$ cat config.mk
export PLATFORM = sky130hd
export DESIGN_NAME = framebuffer_arbiter
export DESIGN_NICKNAME = d
export VERILOG_FILES = /design/src/rtl/framebuffer_arbiter.sv
export SDC_FILE = /design/constraint.sdc
export NUM_CORES = 1
export LEC_CHECK = 0
export CAP_MARGIN = 15
export CORE_ASPECT_RATIO = 1.4
export CORE_MARGIN = 2
export CORE_UTILIZATION = 38
export DETAILED_ROUTE_END_ITERATION = 12
export GPL_TIMING_DRIVEN = 0
export PLACE_DENSITY = 0.86
export SLEW_MARGIN = 20
export SYNTH_ARGS = -nofsm -noshare
export SYNTH_HDL_FRONTEND = slang
export SYNTH_SLANG_ARGS = --single-unit
$ cat constraint.sdc
create_clock -name system_clock -period 2 [get_ports system_clock]
set_input_delay 0.2 -clock system_clock [delete_from_list [all_inputs] [get_ports system_clock]]
set_output_delay 0.2 -clock system_clock [all_outputs]
set_load 0.05 [all_outputs]
$ cat src/rtl/framebuffer_arbiter.sv
// Framebuffer port arbiter: VGA scanout reads vs host writes, one grant/cycle.
// Optional starvation guard for the host port: define FBARB_STARVE_GUARD_EN.
module framebuffer_arbiter #(
  parameter int ADDR_WIDTH     = 17,
  parameter int DATA_WIDTH     = 8,
  parameter int MAX_SCAN_BURST = 8
) (
  input  logic                  system_clock,
  input  logic                  reset_n,
  input  logic                  scan_req,
  input  logic [ADDR_WIDTH-1:0] scan_addr,
  output logic                  scan_ack,
  output logic                  scan_rvalid,
  output logic [DATA_WIDTH-1:0] scan_rdata,
  input  logic                  host_req,
  input  logic [ADDR_WIDTH-1:0] host_addr,
  input  logic [DATA_WIDTH-1:0] host_wdata,
  output logic                  host_ack,
  output logic                  mem_en,
  output logic                  mem_we,
  output logic [ADDR_WIDTH-1:0] mem_addr,
  output logic [DATA_WIDTH-1:0] mem_wdata,
  input  logic [DATA_WIDTH-1:0] mem_rdata
);

  // Burst limit clamped into the 8-bit counter range.
  localparam int LP_BURST_I =
    (MAX_SCAN_BURST < 1)   ? 1 :
    (MAX_SCAN_BURST > 255) ? 255 : MAX_SCAN_BURST;
  localparam logic [7:0] LP_BURST = LP_BURST_I[7:0];

  logic                  w_scan_grant;
  logic                  w_host_grant;
  logic                  w_force_host;

  logic                  r_mem_en;
  logic                  r_mem_we;
  logic [ADDR_WIDTH-1:0] r_mem_addr;
  logic [DATA_WIDTH-1:0] r_mem_wdata;
  logic                  r_rd_p1;
  logic                  r_rvalid;

`ifdef FBARB_STARVE_GUARD_EN
  logic [7:0] r_starve;

  assign w_force_host = host_req && (r_starve >= LP_BURST);

  // Count scan wins while the host waits; saturate at the burst limit.
  always_ff @(posedge system_clock or negedge reset_n) begin
    if (!reset_n) begin
      r_starve <= 8'd0;
    end else if (!host_req || w_host_grant) begin
      r_starve <= 8'd0;
    end else if (w_scan_grant && (r_starve < LP_BURST)) begin
      r_starve <= r_starve + 8'd1;
    end
  end
`else
  logic w_unused_burst;

  // Strict scan priority: the burst limit has no effect here.
  assign w_unused_burst = ^LP_BURST;
  assign w_force_host   = 1'b0;
`endif

  // Scan wins by default; host wins when scan is idle or guard trips.
  // Both grants are held off while reset is asserted.
  assign w_scan_grant = reset_n & scan_req & ~w_force_host;
  assign w_host_grant = reset_n & host_req
                      & (~scan_req | w_force_host);

  assign scan_ack = w_scan_grant;
  assign host_ack = w_host_grant;

  // Register the winning request onto the memory port.
  always_ff @(posedge system_clock or negedge reset_n) begin
    if (!reset_n) begin
      r_mem_en    <= 1'b0;
      r_mem_we    <= 1'b0;
      r_mem_addr  <= '0;
      r_mem_wdata <= '0;
    end else begin
      r_mem_en <= w_scan_grant | w_host_grant;
      r_mem_we <= w_host_grant;
      if (w_host_grant) begin
        r_mem_addr  <= host_addr;
        r_mem_wdata <= host_wdata;
      end else if (w_scan_grant) begin
        r_mem_addr  <= scan_addr;
      end
    end
  end

  // Track scan reads through the memory latency; reset drops them.
  always_ff @(posedge system_clock or negedge reset_n) begin
    if (!reset_n) begin
      r_rd_p1  <= 1'b0;
      r_rvalid <= 1'b0;
    end else begin
      r_rd_p1  <= w_scan_grant;
      r_rvalid <= r_rd_p1;
    end
  end

  assign mem_en      = r_mem_en;
  assign mem_we      = r_mem_we;
  assign mem_addr    = r_mem_addr;
  assign mem_wdata   = r_mem_wdata;
  assign scan_rvalid = r_rvalid;
  // Memory data arrives in the response cycle; pass it straight through.
  assign scan_rdata  = r_rvalid ? mem_rdata : '0;

endmodule

==> results.md, run 1 <==
* Buffer depth of the longest clock path at 2
* Number of antenna violations at the first check in global routing at 0
* Post-Route WL at approximately 3900 µm
* R2r setup slk at roughly 1200 ps
* Power, Total at approximately 2.0 mW
* Skew final at approximately 0.20 ps
* WHS Path Cells at 0
* R2r worst-path depth at 1
* EDFF count, synth at 0
* RR Endpoint: mem_wdata[5]$_DFFE_PN0P_
* Count leader, synth: dfrtp_1
* Clock insertion delay at the later pin of the skew report at 270 ps
* Yosys warns at 0
* Top achievable clock speed at about 520 MHz
* Tmin final at around 1900 ps
* ANT cells at 0
* H-tree depth at 2
* Iter 0 DRT Violations at 29
* Status: finished clean
* Core footprint at ~3400 µm²
* Critical path type: in2out
* Avg Cell Area, Syn at 14.6 µm²
* Flops & latches, synth at 29
* Detail Route Antenna Nets at 0
* Dpl cell area at around 2300 µm²
* Via density at roughly 5.2
* CP arrival at between 1500 and 2000 ps
* CP startpoint kind: input pin
* P_leak at between 0.9 and 1 nW
* Fraction of layout cells with a size suffix above 1 at between 20% and 30%
* Gr usage total at around 21%
* Normalized max-slew margin at between 60% and 70%
* Clock root buffer master: clkbuf_8
* Total CTS buffers at 5
* Detailed-route wire length per cell at between 15 and 20 µm
* Async S/R FF share, synth at 100%
* Worst slew pin tran at approximately 520 ps
* Starting Density at 39.8%
* Area grow syn2layout at 80.5%
* # rows at 25
* Vias in the first global route at ~1,300
* First-pass GRT wire length at around 6000 µm
* Synth area leader: dfrtp_1
* Req. time, crit path at between 1500 and 2000 ps
* DR pass1 iterations at 4
* Max-cap viol count at 0
* Post-CTS setup buffer count at 0
* Worst hold path type: reg2reg
* Largest net degree at the start of global routing at 30
* Worst Path Buf+Inv at 4
* Area share of the largest cell type after synthesis at 54.0%
* FILL cells at roughly 270
* Port Buffers at 90
* Maximum vdd drop at about 520 µV
* Die area at 4040 µm²
* Post-Syn Nets at 146
* Nets@finish at ~250
* Vias at roughly 1,200
* Unrepaired setup endpoints after global routing: false
* Top post-synthesis cells by count: 29 x dfrtp_1, 17 x nand4bb_1, 17 x o221a_2, 8 x and2_1, 8 x mux2_2
* HPWL after DPL at a little over 3000 µm
* Crit share post-route at 95.6%
* Cell area after synthesis at approximately 1300 µm²
* Cell variety after synth at 14
* Clk pin slew, worst setup/hold paths at 60 ps
* CTS sink cnt at 29
* PwrDens at between 800 and 900 nW/µm²
* Slowest CP cell: clkdlybuf4s50_1
* Setup crit start: host_req
* Hold Fails Final Rpt at 0
* Crit path largest cell delay at 670 ps
* Crit. End Element: primary output
* Fin area at ~2400 µm²
* Final Max Tran Viols at 0
* Setup violations, final at 0
* Sequential area share after synthesis at between 50% and 60%
* Die H at approximately 74 µm
* Top FF cell, synth: dfrtp_1
* Post-Synthesis Cells at 92
* Util after Layout at between 70% and 80%
* Crit-path max FO at 10
* Worst Hold Launch: r_rd_p1$_DFF_PN0_
* Worst Hold Path EP: scan_rvalid$_DFF_PN0_
* Top cell family by delay on the critical path: buffers and inverters
* Ranking of synthesized cells by area: dfrtp_1 54%, nand4bb_1 14%, o221a_2 14%, mux2_2 6.7%, and2_1 3.7%
* Critical R2R Launch: mem_wdata[5]$_DFFE_PN0P_
* CTS tree: yes
* Crit-path cells: clkdlybuf4s50_1, buf_6, nand3b_4, inv_1, clkdlybuf4s15_2
* Gr ovfl total at 0
* Remaining DRCs at 0
* GPL Wtd Cong at 0.729
* I/O pin total at 92
* Chip width at approximately 54 µm
-- power by group --
group | switching, mW | total, mW | internal, mW | leakage, nW
sequential | 0.0463 | 0.714 | 0.667 | 0.333
clock | 0.204 | 0.514 | 0.310 | 0.0542
combinational | 0.438 | 0.768 | 0.330 | 0.584
total | 0.688 | 2.00 | 1.31 | 0.971
-- logic make-up after synthesis --
family / synth area share, %
buffers and inverters: 4.84
AOI/OAI and AO/OA: 14.8
muxes: 6.70
DFF: 54.0
and+or+nand+nor: 19.7
-- sequential cells by signal (all words and copies together) (netlist names) --
signal,count
mem_we,1
mem_addr,17
scan_rvalid,1
mem_en,1
mem_wdata,8
r_rd_p1,1
-- final cells by class --
type                    instances  area, µm²  area share, %
flip-flops and latches         29        726           29.9
inverters                       2       7.51          0.309
clock buffers                   7       96.3           3.97
plain buffers                   8       57.6           2.37
multi-input cells              53        554           22.8
clock inverters                 1       5.00          0.206
repair buffers                 92        931           38.4
well taps                      40       50.0           2.06
-- worst max-delay path by stage --
stage	to	slack, ps	cells after the start
after global routing	host_ack	40	5
final	host_ack	90	5
after detailed placement	scan_ack	-670	6
after global placement	scan_ack	-1540	6
after CTS	host_ack	80	5
after floorplan	scan_rdata[0]	620	1
-- timing repair --
action / in CTS / in global routing
setup endpoints to repair: 2 / 0
hold buffers: 2 / 0
hold endpoints to repair: 29 / 0
resized for setup: 7 / 0
-- layer usage --
| layer | GRT usage (%) | vias to the layer above | wire length, µm |
|---|---|---|---|
| met4 | 6.94 | 0 | 87 |
| li1 | - | 563 | - |
| met2 | 39.6 | 71 | 2090 |
| met1 | 20.4 | 569 | 1330 |
| met3 | 5.82 | 6 | 368 |
| met5 | 0 | - | 0 |
-- layout by cell type (no fill, tap or decap) --
cell type and count:
and2_1 8, clkinv_2 1, nand2_1 1, o21a_1 1
dlygate4sd3_1 1, clkdlybuf4s15_2 2, dfrtp_1 29, buf_6 2
o221a_2 17, inv_1 2, clkbuf_4 1, nand3b_4 1
clkdlybuf4s50_1 87, buf_12 1, clkbuf_8 7, buf_4 2
mux2_2 8, buf_2 2, clkbuf_2 2, nand4bb_1 17
-- per-stage QoR --
step	cells	setup TNS [ps]	hold slack, ps	setup slack [ps]
after global placement	222	-22010	333	-1540
final	232	0	347	88.6
after global routing	232	0	363	35.5
after CTS	232	0	350	78.3
after floorplan	92	0	-95.6	624
after detailed placement	222	-1070	257	-675
Power figures use the tool's default switching activity.
==> run 2, diff against run 1 <==
Settings changed: CORE_MARGIN 2 to 4.
==> results.md, run 2 (synthesis results as in run 1) <==
* Crit-path max FO at 10 (unchanged)
* Number of flip-flops in the largest register at 17 (unchanged)
* Met3 wire length at 464 µm (+26%)
* Clk pin slew, worst setup/hold paths at 60 ps (about the same)
* Top achievable clock speed at 513 MHz (-2.0%)
* CP arrival at 1750 ps (+40 ps)
* Starting Density at 39.4% (-0.37 points)
* Vias at 1,219 (+0.83%)
* Multi-input gate area at 554 µm² (unchanged)
* Crit. End Element: primary output
* Nets@finish at 245 (unchanged)
* CTS tree: yes
* Largest net degree at the start of global routing at 30 (unchanged)
* Chip width at 58.3 µm (+7.4%)
* Vias in the first global route at 1,403 (+12%)
* First-pass GRT wire length at 6610 µm (+11%)
* Max-cap viol count at 0 (unchanged)
* Core footprint at 3410 µm² (+0.93%)
* Post-CTS setup buffer count at 0 (unchanged)
* Clock insertion delay at the later pin of the skew report at 270 ps (about the same)
* P_leak at 0.958 nW (-1.4%)
* Met2 WL at 2230 µm (+6.9%)
* PwrDens at 803 nW/µm² (-2.3%)
* GPL Wtd Cong at 0.805 (+10%)
* Final Max Tran Viols at 0 (unchanged)
* Maximum vdd drop at 640 µV (+22%)
* Gr usage total at 19.2% (-1.5 points)
* Hold Fails Final Rpt at 0 (unchanged)
* Remaining DRCs at 0 (unchanged)
* Skew final at 1.74 ps (+1.54 ps)
* CP startpoint kind: input pin
* H-tree depth at 2 (unchanged)
* Tmin final at 1950 ps (+39.7 ps)
* Fraction of layout cells with a size suffix above 1 at 22.4% (-1.6 points)
* CTS sink cnt at 29 (unchanged)
* Port Buffers at 90 (unchanged)
* Highest metal used: met4
* Fin area at 2410 µm² (-0.72%)
* Via density at 5.25 (+0.83%)
* Worst hold path type: reg2reg
* Status: finished clean
* # rows at 25 (unchanged)
* Area grow syn2layout at 79.2%
* Unrepaired setup endpoints after global routing: false
* I/O pin total at 92 (unchanged)
* ANT cells at 0 (unchanged)
* Critical path type: in2out
* Post-Route WL at 4170 µm (+7.6%)
* Buffer depth of the longest clock path at 2 (unchanged)
* Hold slack final at 357 ps (+9.67 ps)
* Die area at 4570 µm² (+13%)
* DR pass1 iterations at 4 (unchanged)
* Iter 0 DRT Violations at 23 (-21%)
* Setup violations, final at 0 (unchanged)
* Total CTS buffers at 5 (unchanged)
* Crit share post-route at 97.6% (+2.0 points)
* Most common cell after layout, fill and taps aside: clkdlybuf4s50_1
* FF/Latch Area at 726 µm² (unchanged)
* Detail Route Antenna Nets at 0 (unchanged)
* Normalized max-slew margin at 65.2% (+0.18 points)
* Req. time, crit path at 1800 ps (about the same)
* Detailed-route wire length per cell at 18.0 µm (+7.6%)
* Worst slew pin tran at 521 ps (-2.64 ps)
* Number of antenna violations at the first check in global routing at 0 (unchanged)
* Gr ovfl total at 0 (unchanged)
* Dpl cell area at 2290 µm² (unchanged)
* FILL cells at 257 (-3.0%)
* Clock root buffer master: clkbuf_8
* HPWL after DPL at 3210 µm (+2.9%)
* Most frequent cells in the layout: 87 x clkdlybuf4s50_1, 29 x dfrtp_1, 17 x nand4bb_1, 17 x o221a_2
* Met1 wire length at 1400 µm (+5.0%)
* Die H at 78.4 µm (+5.4%)
## run 2: cell count changes in the layout (fill, tap and decap cells not counted)
| cell | change |
|---|---|
| buf_6 | +1 |
| buf_4 | -1 |
| clkbuf_8 | -2 |
| clkbuf_1 | +3 |
| clkinv_2 | -1 |
## run 2: routing by layer
metal  track usage, %  vias to the layer above
met1             18.7                      579
met3             7.89                        7
li1                 -                      564
met5                0                        -
met4             7.19                        0
met2             34.9                       69
## run 2: what timing repair did
action / CTS / global route
endpoints found under the hold margin: 29 / 0
hold buffers: 2 / 0
resized for setup: 8 / 0
setup endpoints to repair: 2 / 0
## run 2: report_power, final
| group | total (mW) | switching [mW] | internal [mW] |
|---|---|---|---|
| Combinational | 0.771 | 0.440 | 0.331 |
| Sequential | 0.714 | 0.0466 | 0.667 |
| Clock | 0.451 | 0.204 | 0.246 |
## run 2: worst max-delay path, cell delays in order
cell	delay, ps
clkdlybuf4s50_1	690
buf_6	210
nand3b_4	160
inv_1	110
clkdlybuf4s15_2	380
## run 2: final timing paths
kind / depth (start not counted) / end / slack [ps] / startpoint
max in group asynchronous: 3 / mem_en$_DFF_PN0_ / 1380 / reset_n
min in group asynchronous: 3 / mem_addr[15]$_DFFE_PN0P_ / 460 / reset_n
worst max-delay path: 5 / host_ack / 50 / host_req
worst min register to register: 0 / scan_rvalid$_DFF_PN0_ / 360 / r_rd_p1$_DFF_PN0_
worst min-delay path: 0 / scan_rvalid$_DFF_PN0_ / 360 / r_rd_p1$_DFF_PN0_
worst max register to register: 1 / mem_wdata[4]$_DFFE_PN0P_ / 1240 / mem_wdata[4]$_DFFE_PN0P_
## run 2: area by class of cell
cell class              instances  area share (%)
repair buffers                 92            38.8
flip-flops and latches         29            30.1
multi-input cells              53            23.0
clock buffers                   8            3.32
plain buffers                   8            2.39
well taps                      40            2.08
inverters                       2           0.312
## run 2: per-stage QoR
| stage | power [mW] | setup slack (ps) | cells | util [%] | TNS, ps |
|---|---|---|---|---|---|
| after global placement | 1.47 | -1570 | 222 | 67.3 | -22460 |
| after CTS | 1.96 | 37.2 | 232 | 70.7 | 0 |
| after global routing | 2.02 | 0.650 | 232 | 70.7 | 0 |
| after floorplan | 1.16 | 624 | 92 | - | 0 |
| final | 1.94 | 48.8 | 232 | 70.7 | 0 |
| after detailed placement | 1.49 | -689 | 222 | 67.2 | -1160 |
